--- config.mk ---
export PLATFORM = sky130hd
export DESIGN_NAME = atm_session_ctrl
export DESIGN_NICKNAME = d
export VERILOG_FILES = /design/src/rtl/atm_session_ctrl.sv
export SDC_FILE = /design/constraint.sdc
export NUM_CORES = 1
export LEC_CHECK = 0
export ABC_AREA = 1
export BUFFER_PORTS_ARGS = -buffer_cell sky130_fd_sc_hd__buf_2
export CAP_MARGIN = 25
export CORE_MARGIN = 10
export CORE_UTILIZATION = 39
export DETAILED_ROUTE_END_ITERATION = 8
export PLACE_DENSITY = 0.6
export SKIP_LAST_GASP = 1
export SLEW_MARGIN = 20
export SYNTH_ARGS = -nofsm -noshare
export SYNTH_HDL_FRONTEND = slang
export SYNTH_SLANG_ARGS = --single-unit
--- constraint.sdc ---
create_clock -name clk -period 12.6 [get_ports clk]
set_clock_uncertainty 0.1 [all_clocks]
set_input_delay 0.63 -clock clk [delete_from_list [all_inputs] [get_ports clk]]
set_output_delay 0.63 -clock clk [all_outputs]
set_load 0.02 [all_outputs]
--- src/rtl/atm_session_ctrl.sv ---
// rtl/atm_session_ctrl.sv - parametrised ATM card session controller
module atm_session_ctrl #(
  parameter int                AMT_W        = 32,
  parameter int                PIN_W        = 14,
  parameter int                ACCT_W       = 16,
  parameter int                MAX_TRIES    = 3,
  parameter int                TIMEOUT_CYC  = 1000,
  parameter int                INIT_BALANCE = 100000,
  parameter int                PIN_VALUE    = 8030,
  parameter logic [ACCT_W-1:0] DEST_ACCT    = 16'hD903,
  parameter int                WD_LIMIT     = 20000
) (
  input  logic                             clk,
  input  logic                             reset,
  input  logic                             card_in,
  input  logic                             pin_valid,
  input  logic [PIN_W-1:0]                 pin,
  input  logic                             cmd_valid,
  output logic                             cmd_ready,
  input  logic [2:0]                       opcode,
  input  logic [AMT_W-1:0]                 amount,
  input  logic [ACCT_W-1:0]                dest_acct,
  input  logic                             receipt_req,
  output logic [AMT_W-1:0]                 balance,
  output logic [$clog2(MAX_TRIES+1)-1:0]   tries_left,
  output logic                             op_done,
  output logic [2:0]                       err_code,
  output logic                             receipt_print,
  output logic                             card_eject,
  output logic                             card_retained,
  output logic                             session_active
);

  localparam int TRY_W = $clog2(MAX_TRIES+1);
  localparam int TMO_W = $clog2(TIMEOUT_CYC+1);
  localparam logic [TMO_W-1:0] TMO_LAST   = TMO_W'(TIMEOUT_CYC-1);
  localparam logic [AMT_W:0]   WD_LIM_EXT = (AMT_W+1)'(WD_LIMIT);

  typedef enum logic [3:0] {
    S_IDLE, S_PIN, S_HOME, S_EXEC, S_RESP, S_RECEIPT, S_RETAIN, S_EJECT, S_WAIT_REMOVE
  } state_t;

  state_t state, next_state;

  logic [AMT_W-1:0]  wd_acc;
  logic [TMO_W-1:0]  tmo_cnt;
  logic [2:0]        cap_op;
  logic [AMT_W-1:0]  cap_amt;
  logic [ACCT_W-1:0] cap_dest;
  logic              cap_rcpt;

  logic [AMT_W:0]    sum_wd, sum_dep;
  logic [2:0]        exec_err;
  logic [AMT_W-1:0]  bal_next, acc_next;
  logic              timeout_hit;

  // Widened sums so withdraw-limit and deposit-overflow checks see the carry
  assign sum_wd  = {1'b0, wd_acc}  + {1'b0, cap_amt};
  assign sum_dep = {1'b0, balance} + {1'b0, cap_amt};

  // State register
  always_ff @(posedge clk or posedge reset) begin
    if (reset) state <= S_IDLE;
    else       state <= next_state;
  end

  // Next-state logic and transaction evaluation during EXEC
  always_comb begin
    next_state  = state;
    timeout_hit = 1'b0;
    exec_err    = 3'd0;
    bal_next    = balance;
    acc_next    = wd_acc;
    case (state)
      S_IDLE: if (card_in) next_state = S_PIN;
      S_PIN: begin
        if (!card_in) next_state = S_IDLE;
        else if (pin_valid) begin
          if (pin == PIN_W'(PIN_VALUE))      next_state = S_HOME;
          else if (tries_left == TRY_W'(1)) next_state = S_RETAIN;
        end else if (tmo_cnt == TMO_LAST) begin
          timeout_hit = 1'b1;
          next_state  = S_EJECT;
        end
      end
      S_HOME: begin
        if (!card_in) next_state = S_IDLE;
        else if (cmd_valid) next_state = S_EXEC;
        else if (tmo_cnt == TMO_LAST) begin
          timeout_hit = 1'b1;
          next_state  = S_EJECT;
        end
      end
      S_EXEC: begin
        next_state = S_RESP;
        case (cap_op)
          3'b000: next_state = S_EJECT;
          3'b001: exec_err = 3'd0;
          3'b010: begin
            if (cap_amt == '0)              exec_err = 3'd5;
            else if (cap_amt > balance)     exec_err = 3'd1;
            else if (sum_wd > WD_LIM_EXT)   exec_err = 3'd2;
            else begin
              bal_next = balance - cap_amt;
              acc_next = sum_wd[AMT_W-1:0];
            end
          end
          3'b011: begin
            if (cap_amt == '0)        exec_err = 3'd5;
            else if (sum_dep[AMT_W])  exec_err = 3'd3;
            else                      bal_next = sum_dep[AMT_W-1:0];
          end
          3'b100: begin
            if (cap_amt == '0)               exec_err = 3'd5;
            else if (cap_dest != DEST_ACCT)  exec_err = 3'd4;
            else if (cap_amt > balance)      exec_err = 3'd1;
            else                             bal_next = balance - cap_amt;
          end
          default: exec_err = 3'd6;
        endcase
      end
      S_RESP:        next_state = (err_code == 3'd0 && cap_rcpt) ? S_RECEIPT : S_HOME;
      S_RECEIPT:     next_state = S_HOME;
      S_RETAIN:      next_state = S_WAIT_REMOVE;
      S_EJECT:       next_state = S_WAIT_REMOVE;
      S_WAIT_REMOVE: if (!card_in) next_state = S_IDLE;
      default:       next_state = S_IDLE;
    endcase
  end

  // Datapath registers and registered outputs, all derived from the upcoming state
  always_ff @(posedge clk or posedge reset) begin
    if (reset) begin
      balance        <= AMT_W'(INIT_BALANCE);
      tries_left     <= TRY_W'(MAX_TRIES);
      wd_acc         <= '0;
      tmo_cnt        <= '0;
      cap_op         <= 3'd0;
      cap_amt        <= '0;
      cap_dest       <= '0;
      cap_rcpt       <= 1'b0;
      cmd_ready      <= 1'b0;
      op_done        <= 1'b0;
      err_code       <= 3'd0;
      receipt_print  <= 1'b0;
      card_eject     <= 1'b0;
      card_retained  <= 1'b0;
      session_active <= 1'b0;
    end else begin
      cmd_ready      <= (next_state == S_HOME);
      session_active <= (next_state inside {S_PIN, S_HOME, S_EXEC, S_RESP, S_RECEIPT});
      op_done        <= (next_state == S_RESP) || timeout_hit;
      receipt_print  <= (next_state == S_RECEIPT);
      card_eject     <= (next_state == S_EJECT);
      card_retained  <= (next_state == S_RETAIN);

      if (state == S_IDLE && next_state == S_PIN) begin
        tries_left <= TRY_W'(MAX_TRIES);
        wd_acc     <= '0;
      end

      if (state == S_PIN && card_in && pin_valid && pin != PIN_W'(PIN_VALUE))
        tries_left <= tries_left - TRY_W'(1);

      if (state == S_PIN || state == S_HOME) begin
        if ((state == S_PIN && pin_valid) || (state == S_HOME && cmd_valid)) tmo_cnt <= '0;
        else                                                                 tmo_cnt <= tmo_cnt + TMO_W'(1);
      end else begin
        tmo_cnt <= '0;
      end

      if (state == S_HOME && next_state == S_EXEC) begin
        cap_op   <= opcode;
        cap_amt  <= amount;
        cap_dest <= dest_acct;
        cap_rcpt <= receipt_req;
      end

      if (state == S_EXEC) begin
        balance <= bal_next;
        wd_acc  <= acc_next;
        if (cap_op != 3'b000) err_code <= exec_err;
      end

      if (timeout_hit) err_code <= 3'd7;
    end
  end

endmodule
## Word-level counts from Yosys, hierarchy flattened

Index checks and enable logic that the tools add are counted.
W data, S select, Z words.

| storage, ports and cells | value |
|---|---|
| bits in writable memories | 0 |
| flip-flop bits (word level) | 141 |
| logic and storage cells | 135 |
| output and inout bits | 43 |
| ROM bits | 0 |
| memories kept | 0 |
| latch bits | 0 |
| bits of input ports | 71 |

| operators by class | value |
|---|---|
| equality and inequality tests | 36 |
| shift operators | 0 |
| divide/modulo/power cells | 0 |
| mux-type cells | 49 |
| bitwise gates (word level) | 0 |
| add/subtract/negate cells | 5 |
| $mul | 0 |
| reduce and logical (&&, ||, !) cells | 27 |
| order comparisons | 2 |

Operators by type and width:

| cell | count |
|---|---|
| $mux W32 | 14 |
| $pmux W32 S3 | 1 |
| $add A32 B32 Y33 | 2 |
| $mux W4 | 9 |
| $gt A33 B15 Y1 const B | 1 |
| $eq A4 B3 Y1 const B | 8 |
| $gt A32 B32 Y1 | 1 |
| $logic_not A32 Y1 | 1 |
| $pmux W4 S8 | 1 |
| $sub A32 B32 Y32 | 1 |
| $mux W3 | 8 |
| $ne A2 B2 Y1 const B | 11 |
| $mux W10 | 2 |
| $eq A4 B2 Y1 const B | 4 |
| $ne A16 B16 Y1 const B | 1 |
| $eq A14 B13 Y1 const B | 1 |
| $ne A14 B13 Y1 const B | 1 |
| $mux W2 | 6 |
| $pmux W3 S4 | 1 |
| $add A10 B1 Y10 const B | 1 |
| $eq A10 B10 Y1 const B | 1 |
| $reduce_and A10 Y1 | 1 |
| $eq A4 B1 Y1 const B | 2 |
| $logic_and A1 B1 Y1 | 8 |
| other kinds (18) | 32 |

## Depth between registers and ports, before layout

Gate-level depths: netlist (run 1).

| logic depth | value |
|---|---|
| depth after elaboration | 10 |
| depth in mapped cells | 23 |
| mapped depth without buffers | 22 |

## Worst setup path after synthesis (run 1)

No wires, ideal clock.

| path | value |
|---|---|
| kind | register to register |
| start | register cap_amt[0] |
| end | register balance[17] |
| cell stages (with the launch flop) | 22 |
| required time | 12.378 ns |
| buffers on the path | 1 |
| slack | 9.777 ns |
| period minus slack after synthesis | 2.823 ns |
| arrival | 2.601 ns |
| cells stage by stage | dfrtp_1 > ha_1 > fa_1 > nand3_1 > nand2_2 > nand2_1 > nand2_1 > nand2_1 > nand2_1 > nand2_1 > nand2_1 > nand2_1 > nand2_1 > nand2_1 > nand2_1 > nor2_2 > nand4_1 > nand2_1 > nand3_4 > buf_6 > nand2_1 > o21ai_2 |

| on the way | value |
|---|---|
| longest elaborated chain between the ends | 5 |
| elaborated cells between the ends (all ways) | 23 |
| those cells by class | add/sub: 3; order compare: 2; eq/ne: 7; mux: 9; reduce/logical: 2 |

RTL lines:

| item | line | text |
|---|---|---|
| from (decl) | 48 | `logic [AMT_W-1:0] cap_amt;` |
| from (signal assigned) | 174 | `cap_amt <= amount;` |
| branches (longest 5 deep; another with $add A32 B32 Y33) | n/a |  |
| to (signal assigned) | 134 | `balance <= AMT_W'(INIT_BALANCE);` |
| to (signal assigned) | 180 | `balance <= bal_next;` |
| to (decl) | 24 | `output logic [AMT_W-1:0] balance,` |

Parallel ways; which one is timed is not known. The select of a mux whose other input is x is not followed.
A chain may end at the register's enable or synchronous reset.

## Worst setup path in the final report (run 1)

| path | value |
|---|---|
| start | register cap_amt[0] |
| end | register balance[1] |

Same word-level chain as after synthesis.

==> key figures, run 1 <==
Power and ir drop
  • Clk pwr share: 18.5%
  • P per Cell Area: 205.6 mW/mm^2
  • Overall power: 2861 uW
  • Switching Fraction: 51.96%
  • Leakage: 0.007865 uW
  • P_sw: 1487 uW
  • VDD IR max: 0.1238 mV
  • Sequential Power Share: 24.2%
  • Cell internal pwr: 1374 uW
  • Gate power share: 57.2%

CTS
  • CTS buffer count: 17
  • CTS tree: yes
  • Clock buffer depth: 2
  • Clock H-tree levels: 4
  • Post-CTS Hold Buffers: 0
  • Post-CTS Setup Repair Bufs: 0
  • Post-CTS Resized: 0
  • Clk_lat worst skew: 0.44 ns
  • Clock Root Buffer: clkbuf_16
  • Clock-pin slew on the worst setup and hold paths: 0.06 ns
  • Clock sinks: 141

Status
  • Status: completed

Synth
  • Most used DFF post-synth: dfrtp_1
  • Yosys top cell area share: 26.71%
  • Avg Inst Size Synth: 6.518 sq um
  • Synth cell count leaders: nand2_1 (498), inv_1 (301), nor2_1 (227)
  • FF+latch count, synth: 141
  • Most common cell in the synthesized netlist: nand2_1
  • Async S/R FF share, synth: 100.0%
  • Sequential area share after synthesis: 28.39%
  • Post-synth EDFFs: 0
  • Area contributors post-synth: dfrtp_1 (27%), nand2_1 (15%), ha_1 (9.8%)
  • Leading area contributor after synthesis: dfrtp_1
  • Synth cell types: 49
  • Synth warnings: 0
  • Post-Syn Area: 0.01246 sq mm
  • Net Count, Synth: 2084
  • Mapped Cells: 1912

Cells and area
  • Finished Layout Cells: 2415
  • Post-synthesis to final-layout area growth: 11.70%
  • Antenna diodes: 0
  • Layout cells sized above 1: 11.43%
  • Layout Nets: 2173

STA
  • Worst Setup Slack, final: 8.353 ns
  • Pin slew with the least headroom to its limit: 0.9184 ns
  • Final setup violation count: 0
  • Final worst path period share: 33.70%
  • Worst hold margin: 0.2335 ns
  • Peak Freq: 0.2355 GHz
  • Final hold violation count: 0
  • Unrepaired setup endpoints after global routing: false
  • Final min period: 4.247 ns
  • Setup TNS: 0 ns
  • Rel. slew slack: 38.78%
  • Final Max Tran Viols: 0

Setup path
  • Worst setup path class: reg -> reg
  • Crit path max-delay family: simple AND/OR/NAND/NOR gates
  • CP dominant cell by count: nand2_1
  • R2r setup slk: 8.35 ns
  • Startpoint types: register
  • Crit path capture type: register
  • Required time of the critical path: 12.80 ns
  • Worst path max stage delay: 0.72 ns
  • Crit-path slowest cell: o21ai_0
  • Bufs and invs on worst path: 0
  • Reg2reg start: cap_amt[0]
  • R2r worst-path depth: 12
  • FF-to-FF End: balance[1]
  • Critical path cell sequence: ha_1 > fa_1 > o21ai_0 > a21oi_1 > o21bai_2 > nand4_1 > nand3_1 > nand2_1 > nor2_1 > nand3_4 > nand2_1 > o21ai_2
  • Arr. time, crit path: 4.45 ns
  • Largest fanout on the critical path: 64

Routing
  • Routed wire length: 40970 microns
  • Routed length per placed instance: 16.96 microns
  • DR vias/cell: 5.183
  • Via count: 12520
  • DRC: 0
  • Antenna Violating Nets Remaining: 0
  • 1st-iter DRT viols: 756
  • TritonRoute pass-1 iters: 5

GRT
  • First-pass GRT wire length: 65170 microns
  • Largest net degree at the start of global routing: 81
  • Vias in the first global route: 12420
  • Global Route Usage Sum: 20.89%
  • Initial antenna violation count: 0
  • Remaining Overflow, GRT: 0

Floorplanning
  • Initial Utilization: 39.49%
  • Core Box Area: 0.03156 sq mm
  • Die width: 198.8 microns
  • Die Ht: 198.8 microns
  • Ports: 114
  • Rows: 65
  • Die ar.: 0.03950 sq mm

Place
  • DP Cell Count: 2382
  • Final Wtd Congestion: 0.9458
  • DP HPWL: 33200 microns
  • Dpl ws: 8.434 ns
  • # port buffers: 113

Job
  • Max-cap violations: 0

Min path
  • Tightest Hold Check Type: in -> async
==> flip-flops by register name (all words and copies together), names as in the netlist <==
name	count
cap_op	3
err_code	3
cap_dest	16
op_done	1
wd_acc	32
card_eject	1
balance	32
cmd_ready	1
card_retained	1
tries_left	2
state	4
session_active	1
cap_amt	32
receipt_print	1
tmo_cnt	10
cap_rcpt	1
==> metrics by stage <==
step                      utilization, %  instance area (sq um)
after floorplan                        -                  12460
after global placement             42.11                  13290
after detailed placement           42.11                  13290
after CTS                          44.01                  13890
after global routing               44.11                  13920
final                              44.11                  13920
==> kinds of logic after synthesis <==
family                   after synthesis  synth area share [%]
AO/OA/AOI/OAI                        330                 15.33
XOR/XNOR                              38                 2.671
adder cells (fa/ha/maj)              101                 10.32
buffers and inverters                372                 12.02
flip-flops                           141                 28.39
multiplexers                           1               0.08032
AND/OR/NAND/NOR                      929                 31.18
==> worst max path at each step <==
stage,slack (ns),from,end,depth (start not counted)
6_report,8.35,cap_amt[0],balance[1],12
3_5_place_dp,8.43,cap_amt[0],balance[1],12
3_3_place_gp,8.48,cap_amt[0],balance[10],14
4_1_cts,8.41,cap_amt[0],balance[1],12
2_1_floorplan,8.10,reset,balance[0],1
5_1_grt,8.04,cap_amt[0],balance[27],14
==> metal layers <==
metal	track usage (%)	share of wire (%)
met1	26.61	45
met2	34.61	48
met3	3.295	4.2
met4	8.223	3.3
met5	0	0
==> cell usage in the layout, fill, tap and decap left out, types with 32 or more instances in the layout <==
cell and instances:
o21ai_0 90, ha_1 98, inv_1 300, dfrtp_1 133, buf_2 113, nand2_1 498
nor2_1 227, nor3_1 32, a21oi_1 141, nand3_1 102
==> cell type report <==
| type | instances | area (sq um) |
|---|---|---|
| clock buffer | 20 | 456.7 |
| inverter | 323 | 1217 |
| clock inverter | 11 | 142.6 |
| multi-input combinational | 1399 | 7433 |
| tap | 402 | 503.0 |
| sequential | 141 | 3538 |
| fill | 3372 | 17640 |
| timing repair buffer | 119 | 628.1 |
==> worst reg2reg max path, delay by kind of cell (launching register included) <==
kind | cells | cell delay (ns)
flops | 1 | 0.49
simple gates | 6 | 1.61
compound gates | 4 | 1.26
fa+ha+maj | 2 | 0.67
==> power groups by stage <==
stage	Combinational, uW	Clock (uW)	Sequential [uW]
floorplan	1190	0	665
global placement	1600	0	693
detailed placement	1600	0	697
CTS	1610	540	690
global route	1860	556	707
finish	1640	531	693
Power figures use the tool's default switching activity.
==> inputs of run 2 (changes only) <==
--- a/config.mk
+++ b/config.mk
@@ -5,13 +5,13 @@
 export SDC_FILE = /design/constraint.sdc
 export NUM_CORES = 1
 export LEC_CHECK = 0
-export ABC_AREA = 1
+export ABC_AREA = 0
 export BUFFER_PORTS_ARGS = -buffer_cell sky130_fd_sc_hd__buf_2
 export CAP_MARGIN = 25
 export CORE_MARGIN = 10
 export CORE_UTILIZATION = 39
 export DETAILED_ROUTE_END_ITERATION = 8
-export PLACE_DENSITY = 0.6
+export PLACE_DENSITY = 0.61
 export SKIP_LAST_GASP = 1
 export SLEW_MARGIN = 20
 export SYNTH_ARGS = -nofsm -noshare
==> constraint.sdc (replaced) <==
create_clock -name clk -period 4.3 [get_ports clk]
set_clock_uncertainty 0.1 [all_clocks]
set_input_delay 0.215 -clock clk [delete_from_list [all_inputs] [get_ports clk]]
set_output_delay 0.215 -clock clk [all_outputs]
set_load 0.02 [all_outputs]
==> run 2 against run 1 <==
Power increased to 3.5 times the previous value. Sequential share of layout area is 0.39 points higher. Synthesized cell count fell by 36%. Clock-buffer cell count fell by 1. First-iteration DRC count decreased by 13%. Highest routed layer unchanged.
==> key figures, run 2 <==
Status
  • Status: completed

CTS
  • Clock sinks: 141 (unchanged)
  • CTS tree: yes
  • Clock-pin slew on the worst setup and hold paths: 0.06 ns (about the same)
  • Clock H-tree levels: 4 (unchanged)
  • CTS buffer count: 17 (unchanged)
  • Clock Root Buffer: clkbuf_16
  • Clk_lat worst skew: 0.43 ns (about the same)
  • Clock buffer depth: 2 (unchanged)

Cells and area
  • Most frequent cells in the layout: dfrtp_1 (133), buf_2 (113), nor2_1 (106)
  • Largest regs: balance (32), cap_amt (32), wd_acc (32)
  • Commonest non-fill, non-tap cell in the layout: dfrtp_1
  • Final core occ: 49.36% (+5.2 points)
  • Post-synthesis to final-layout area growth: 24.63%
  • Number of fill cells in the layout: 2691 (-20%)
  • Layout Nets: 1614 (-26%)
  • Layout cells sized above 1: 23.78% (+12 points)

Routing
  • Routed length per placed instance: 18.20 microns (+7.3%)
  • Routed wire length: 33440 microns (-18%)
  • TritonRoute pass-1 iters: 5 (unchanged)
  • DR vias/cell: 5.511 (+6.3%)
  • Antenna Violating Nets Remaining: 0 (unchanged)
  • DRC: 0 (unchanged)
  • Via count: 10120 (-19%)
  • 1st-iter DRT viols: 661 (-13%)

Setup path
  • Crit. Startpoint: cap_amt[0]
  • Bufs and invs on worst path: 2 (+2)
  • Largest fanout on the critical path: 8 (-88%)
  • Worst path max stage delay: 0.43 ns (-0.29 ns)
  • Critical path cell sequence: ha_2 > fa_2 > a211oi_4 > buf_4 > o31ai_4 > a21boi_1 > xnor2_1 > or2_1 > o311a_1 > a311oi_1 > nand4_1 > or3_4 > a22o_4 > clkbuf_16 > a22o_1
  • Startpoint types: register
  • Reg2reg start: cap_amt[0]
  • Required time of the critical path: 4.52 ns (-8.28 ns)
  • Crit path capture type: register
  • Worst setup path class: reg -> reg
  • Crit-path slowest cell: fa_2
  • Arr. time, crit path: 4.48 ns (+0.03 ns)
  • Crit path max-delay family: compound AO/OA/AOI/OAI gates

Synth
  • Area contributors post-synth: dfrtp_1 (30%), ha_1 (11%), mux2_2 (7.6%)
  • FF+latch count, synth: 141 (unchanged)
  • Synth cell types: 88 (+80%)
  • Post-Syn Area: 0.01100 sq mm (-12%)
  • Synth cell count leaders: dfrtp_1 (133), nor2_1 (106), a21oi_1 (98), ha_1 (98), inv_1 (78)
  • Most used DFF post-synth: dfrtp_1
  • Sequential area share after synthesis: 32.16% (+3.8 points)
  • Avg Inst Size Synth: 8.996 sq um (+38%)
  • Most common cell in the synthesized netlist: dfrtp_1
  • Post-synth EDFFs: 0 (unchanged)
  • Net Count, Synth: 1395 (-33%)
  • Mapped Cells: 1223 (-36%)
  • Synth warnings: 0 (unchanged)
  • Leading area contributor after synthesis: dfrtp_1
  • Yosys top cell area share: 30.25% (+3.5 points)
  • Async S/R FF share, synth: 100.0% (unchanged)

STA
  • Worst Setup Slack, final: 0.04603 ns (-8.307 ns)
  • Final setup violation count: 0 (unchanged)
  • Rel. slew slack: 34.36% (-4.4 points)
  • Pin slew with the least headroom to its limit: 0.9847 ns (+0.06632 ns)
  • Final Max Tran Viols: 0 (unchanged)
  • Final hold violation count: 0 (unchanged)
  • Final min period: 4.254 ns (+0.007310 ns)
  • Final worst path period share: 98.93% (+65 points)
  • Worst hold margin: 0.1168 ns (-0.1167 ns)
  • Unrepaired setup endpoints after global routing: true
  • Setup TNS: 0 ns (unchanged)
  • Peak Freq: 0.2351 GHz (-0.17%)

Floorplanning
  • Ports: 114 (unchanged)
  • Rows: 61 (-6.2%)
  • Die ar.: 0.03533 sq mm (-11%)
  • Die Ht: 188.0 microns (-5.4%)
  • Initial Utilization: 39.60% (+0.11 points)
  • Core Box Area: 0.02778 sq mm (-12%)
  • Die width: 188.0 microns (-5.4%)

Place
  • Dpl ws: 0.03455 ns (-8.399 ns)
  • DP HPWL: 25430 microns (-23%)
  • # port buffers: 113 (unchanged)
  • Final Wtd Congestion: 0.9365 (-0.98%)

Min path
  • Hold wc startpoint: pin_valid
  • Tightest Hold Check Type: in -> reg

GRT
  • Initial antenna violation count: 4 (+4)
  • Global Route Usage Sum: 18.27% (-2.6 points)
  • First-pass GRT wire length: 52710 microns (-19%)
  • Largest net degree at the start of global routing: 89 (+9.9%)
  • Remaining Overflow, GRT: 0 (unchanged)
  • Vias in the first global route: 9946 (-20%)

Job
  • Max-cap violations: 0 (unchanged)

Power and ir drop
  • Overall power: 10040 uW (+250%)
  • P per Cell Area: 732.3 mW/mm^2 (+260%)
  • Leakage: 0.006663 uW (-15%)
  • VDD IR max: 0.3458 mV (+180%)
[run 2: worst reg2reg max path, cell delays in order, from the launching register on]
cell and delay, ns:
dfrtp_1 0.38, ha_2 0.20, fa_2 0.43, a211oi_4 0.26, buf_4 0.15, o31ai_4 0.08, a21boi_1 0.21, xnor2_1 0.12
or2_1 0.24, o311a_1 0.34, a311oi_1 0.28, nand4_1 0.24, or3_4 0.44, a22o_4 0.30, clkbuf_16 0.18, a22o_1 0.21
[run 2: stage by stage]
step | area [sq um] | instances
after floorplan | 11000 | 1223
after detailed placement | 12440 | 1742
after global placement | 12440 | 1742
after global routing | 13710 | 1837
final | 13710 | 1837
after CTS | 13520 | 1827
[run 2: final cells by class]
type                    instances  area [sq um]  area share (%)
flip-flops and latches        141          3538           25.81
multi-input cells             947          6978           50.89
clock buffers                  19         432.9           3.157
repair buffers                257          1868           13.62
clock inverters                13         113.9          0.8304
inverters                      78         297.8           2.172
well taps                     378         473.0           3.449
diodes                          4         10.01         0.07300
[run 2: final timing paths]
check / slack, ns / to / depth (start not counted)
max: 0.05 / wd_acc[2] / 15
min in group asynchronous: 0.41 / tmo_cnt[4] / 3
max reg2reg: 0.05 / wd_acc[2] / 15
max in group asynchronous: 2.74 / tries_left[0] / 4
min: 0.12 / tries_left[1] / 4
min reg2reg: 0.36 / tmo_cnt[0] / 1
[run 2: timing repair]
item | in CTS | in global routing
setup endpoints to repair | 0 | 63
hold endpoints to repair | 132 | 0
buffers inserted | 0 | 3
resized for setup | 0 | 20
hold buffers | 53 | 0
[run 2: logic make-up after synthesis]
logic type,count (synthesis),share of synthesized area [%]
DFF,141,32.16
xor gates and xnor gates,57,4.538
adders and majority gates,101,11.69
and+or+nand+nor,361,16.45
AOI/OAI and AO/OA,339,21.12
buffers and inverters,135,5.015
muxes,89,9.030
[run 2: where the power goes]
group	switching, uW	internal [uW]
combinational	3650	2840
clock	619	798
sequential	397	1740
[run 2: per-layer routing]
metal  up-vias  GRT usage (%)  routed length (microns)
met3        69          2.412                     1130
met5         -              0                        0
li1       4912              -                        -
met1      4909          23.61                    15230
met4         0          8.154                     1142
met2       234          29.83                    15930
==> inputs of run 3 (changes only) <==
--- a/config.mk
+++ b/config.mk
@@ -11,7 +11,7 @@
 export CORE_MARGIN = 10
 export CORE_UTILIZATION = 39
 export DETAILED_ROUTE_END_ITERATION = 8
-export PLACE_DENSITY = 0.61
+export PLACE_DENSITY_LB_ADDON = 0.25
 export SKIP_LAST_GASP = 1
 export SLEW_MARGIN = 20
 export SYNTH_ARGS = -nofsm -noshare
==> run 3 against run 2 <==
Register-to-register slack gained 0.07 ns. Cell area down 1.4%. First-iteration DRC count up 29%. Worst hold slack better by 0.019 ns. Combinational power decreased by 3.1%. Sequential power about the same. Routed wire length shrank 2.0%. Power down 0.64%. Utilization decreased by 0.70 points. Via count is 1.1% lower. Highest routed layer unchanged. Sequential cell count did not move.
==> key figures, run 3 (synthesized netlist as in run 2, its figures left out) <==
Routing
  • WL met1: 15090 microns (-0.97%)
  • 1st-iter DRT viols: 854 (+29%)
  • Antenna Violating Nets Remaining: 0 (unchanged)
  • Routed wire length: 32750 microns (-2.0%)
  • Met3 wire len: 1378 microns (+22%)
  • Top layer reached by signal wires: met4
  • DR vias/cell: 5.544 (+0.59%)
  • Routed length per placed instance: 18.14 microns (-0.37%)
  • TritonRoute pass-1 iters: 5 (unchanged)
  • DRC: 0 (unchanged)
  • Met2 Routed Length: 15520 microns (-2.6%)
  • Via count: 10010 (-1.1%)

Cells and area
  • Commonest non-fill, non-tap cell in the layout: dfrtp_1
  • Layout Nets: 1586 (-1.7%)
  • Post-synthesis to final-layout area growth: 22.86%
  • Most frequent cells in the layout: dfrtp_1 (132), buf_2 (113), nor2_1 (106)
  • Largest regs: balance (32), cap_amt (32), wd_acc (32)
  • Finished Layout Cells: 1806 (-1.7%)
  • Layout cells sized above 1: 22.63% (-1.1 points)

CTS
  • Clock buffer depth: 2 (unchanged)
  • CTS tree: yes
  • Clock Root Buffer: clkbuf_16
  • Clk_lat worst skew: 0.44 ns (about the same)
  • Clock sinks: 141 (unchanged)
  • Clock H-tree levels: 4 (unchanged)
  • CTS buffer count: 17 (unchanged)
  • Clock-pin slew on the worst setup and hold paths: 0.07 ns (about the same)

Floorplanning
  • Die Ht: 188.0 microns (unchanged)
  • Die ar.: 0.03533 sq mm (unchanged)
  • Ports: 114 (unchanged)
  • Initial Utilization: 39.60% (unchanged)
  • Die width: 188.0 microns (unchanged)
  • Core Box Area: 0.02778 sq mm (unchanged)
  • Rows: 61 (unchanged)

Setup path
  • Crit. Startpoint: balance[15]
  • Required time of the critical path: 4.51 ns (about the same)
  • Largest fanout on the critical path: 20 (+12)
  • Reg2reg start: balance[15]
  • Worst setup path class: reg -> reg
  • Arr. time, crit path: 4.39 ns (-0.09 ns)
  • Crit path capture type: register
  • Startpoint types: register

STA
  • Peak Freq: 0.2391 GHz (+1.7%)
  • Final setup violation count: 0 (unchanged)
  • Pin slew with the least headroom to its limit: 0.9967 ns (+0.01199 ns)
  • Rel. slew slack: 33.56% (-0.80 points)
  • Worst hold margin: 0.1354 ns (+0.01853 ns)
  • Unrepaired setup endpoints after global routing: true
  • Final Max Tran Viols: 0 (unchanged)
  • Final hold violation count: 0 (unchanged)
  • Setup TNS: 0 ns (unchanged)
  • Final worst path period share: 97.26% (-1.7 points)
  • Final min period: 4.182 ns (-0.07182 ns)

GRT
  • Largest net degree at the start of global routing: 97 (+9.0%)
  • Initial antenna violation count: 1 (-3)
  • Vias in the first global route: 9806 (-1.4%)
  • Remaining Overflow, GRT: 0 (unchanged)
  • First-pass GRT wire length: 52500 microns (-0.41%)
  • Global Route Usage Sum: 18.13% (-0.14 points)

Min path
  • Hold wc startpoint: pin_valid
  • Tightest Hold Check Type: in -> reg

Power and ir drop
  • P per Cell Area: 738.1 mW/mm^2 (+0.80%)
  • Overall power: 9977 uW (-0.64%)
  • VDD IR max: 0.3467 mV (+0.26%)
  • Leakage: 0.006519 uW (-2.2%)

Job
  • Max-cap violations: 0 (unchanged)

Place
  • DP HPWL: 24660 microns (-3.0%)
  • # port buffers: 113 (unchanged)
  • Final Wtd Congestion: 0.9412 (+0.50%)
  • DP Cell Count: 1716 (-1.5%)

Status
  • Status: completed
## run 3: cell count changes in the layout (fill, tap and decap cells not counted), moves of 4 or more
| cell | delta |
|---|---|
| clkinv_4 | +4 |
| clkinv_8 | +6 |
| buf_4 | -24 |
| a21oi_2 | +4 |
| inv_8 | +4 |
| inv_6 | -5 |
| clkinv_2 | -5 |
| a21oi_1 | -4 |
## run 3: cell type report
cell class / instances / area (sq um)
Antenna cell: 1 / 2.502
Clock inverter: 15 / 193.9
Sequential cell: 141 / 3540
Multi-Input combinational cell: 947 / 6987
Timing Repair Buffer: 229 / 1598
Inverter: 78 / 297.8
Tap cell: 378 / 473.0
Fill cell: 2656 / 14260
Clock buffer: 17 / 425.4
## run 3: stage by stage
| step | setup slack (ns) | util, % | area (sq um) |
|---|---|---|---|
| after floorplan | 0.2170 | - | 11000 |
| after global placement | 0.09862 | 44.09 | 12250 |
| after detailed placement | 0.03465 | 44.09 | 12250 |
| after CTS | 0.01177 | 48.23 | 13400 |
| after global routing | -0.02969 | 48.65 | 13520 |
| final | 0.1179 | 48.65 | 13520 |
## run 3: final timing paths
kind	cells past startpoint	slack [ns]	end
worst max-delay path	13	0.12	balance[19]
worst min-delay path	3	0.14	tmo_cnt[1]
worst max register to register	13	0.12	balance[19]
worst min register to register	1	0.36	tmo_cnt[0]
max in group asynchronous	4	2.72	balance[7]
min in group asynchronous	3	0.40	tmo_cnt[3]
## run 3: power breakdown
part	total [uW]	internal (uW)	switching [uW]
Clock	1530	794	737
Sequential	2150	1740	416
Combinational	6290	2710	3590
Total	9980	5240	4740
## run 3: worst max-delay path, stage by stage, from the launching register on
cell      delay, ns
dfstp_2        0.58
ha_1           0.25
or4_1          0.62
nor3b_1        0.26
a21bo_2        0.28
a31oi_1        0.27
o31ai_1        0.13
a21oi_2        0.19
nand4_1        0.12
a221o_1        0.41
nand4b_1       0.14
buf_4          0.16
buf_12         0.18
mux2_2         0.35
## run 3: layer usage
layer	vias up	global-route usage [%]
li1	4856	-
met1	4836	24.57
met3	43	2.319
met2	277	29.18
met4	0	6.031
met5	-	0
## run 3: repair_timing
item,4_1_cts,5_1_grt
setup endpoints to repair,0,63
endpoints found under the hold margin,140,0
hold buffers,53,0
resized for setup,0,22
buffers inserted,0,3
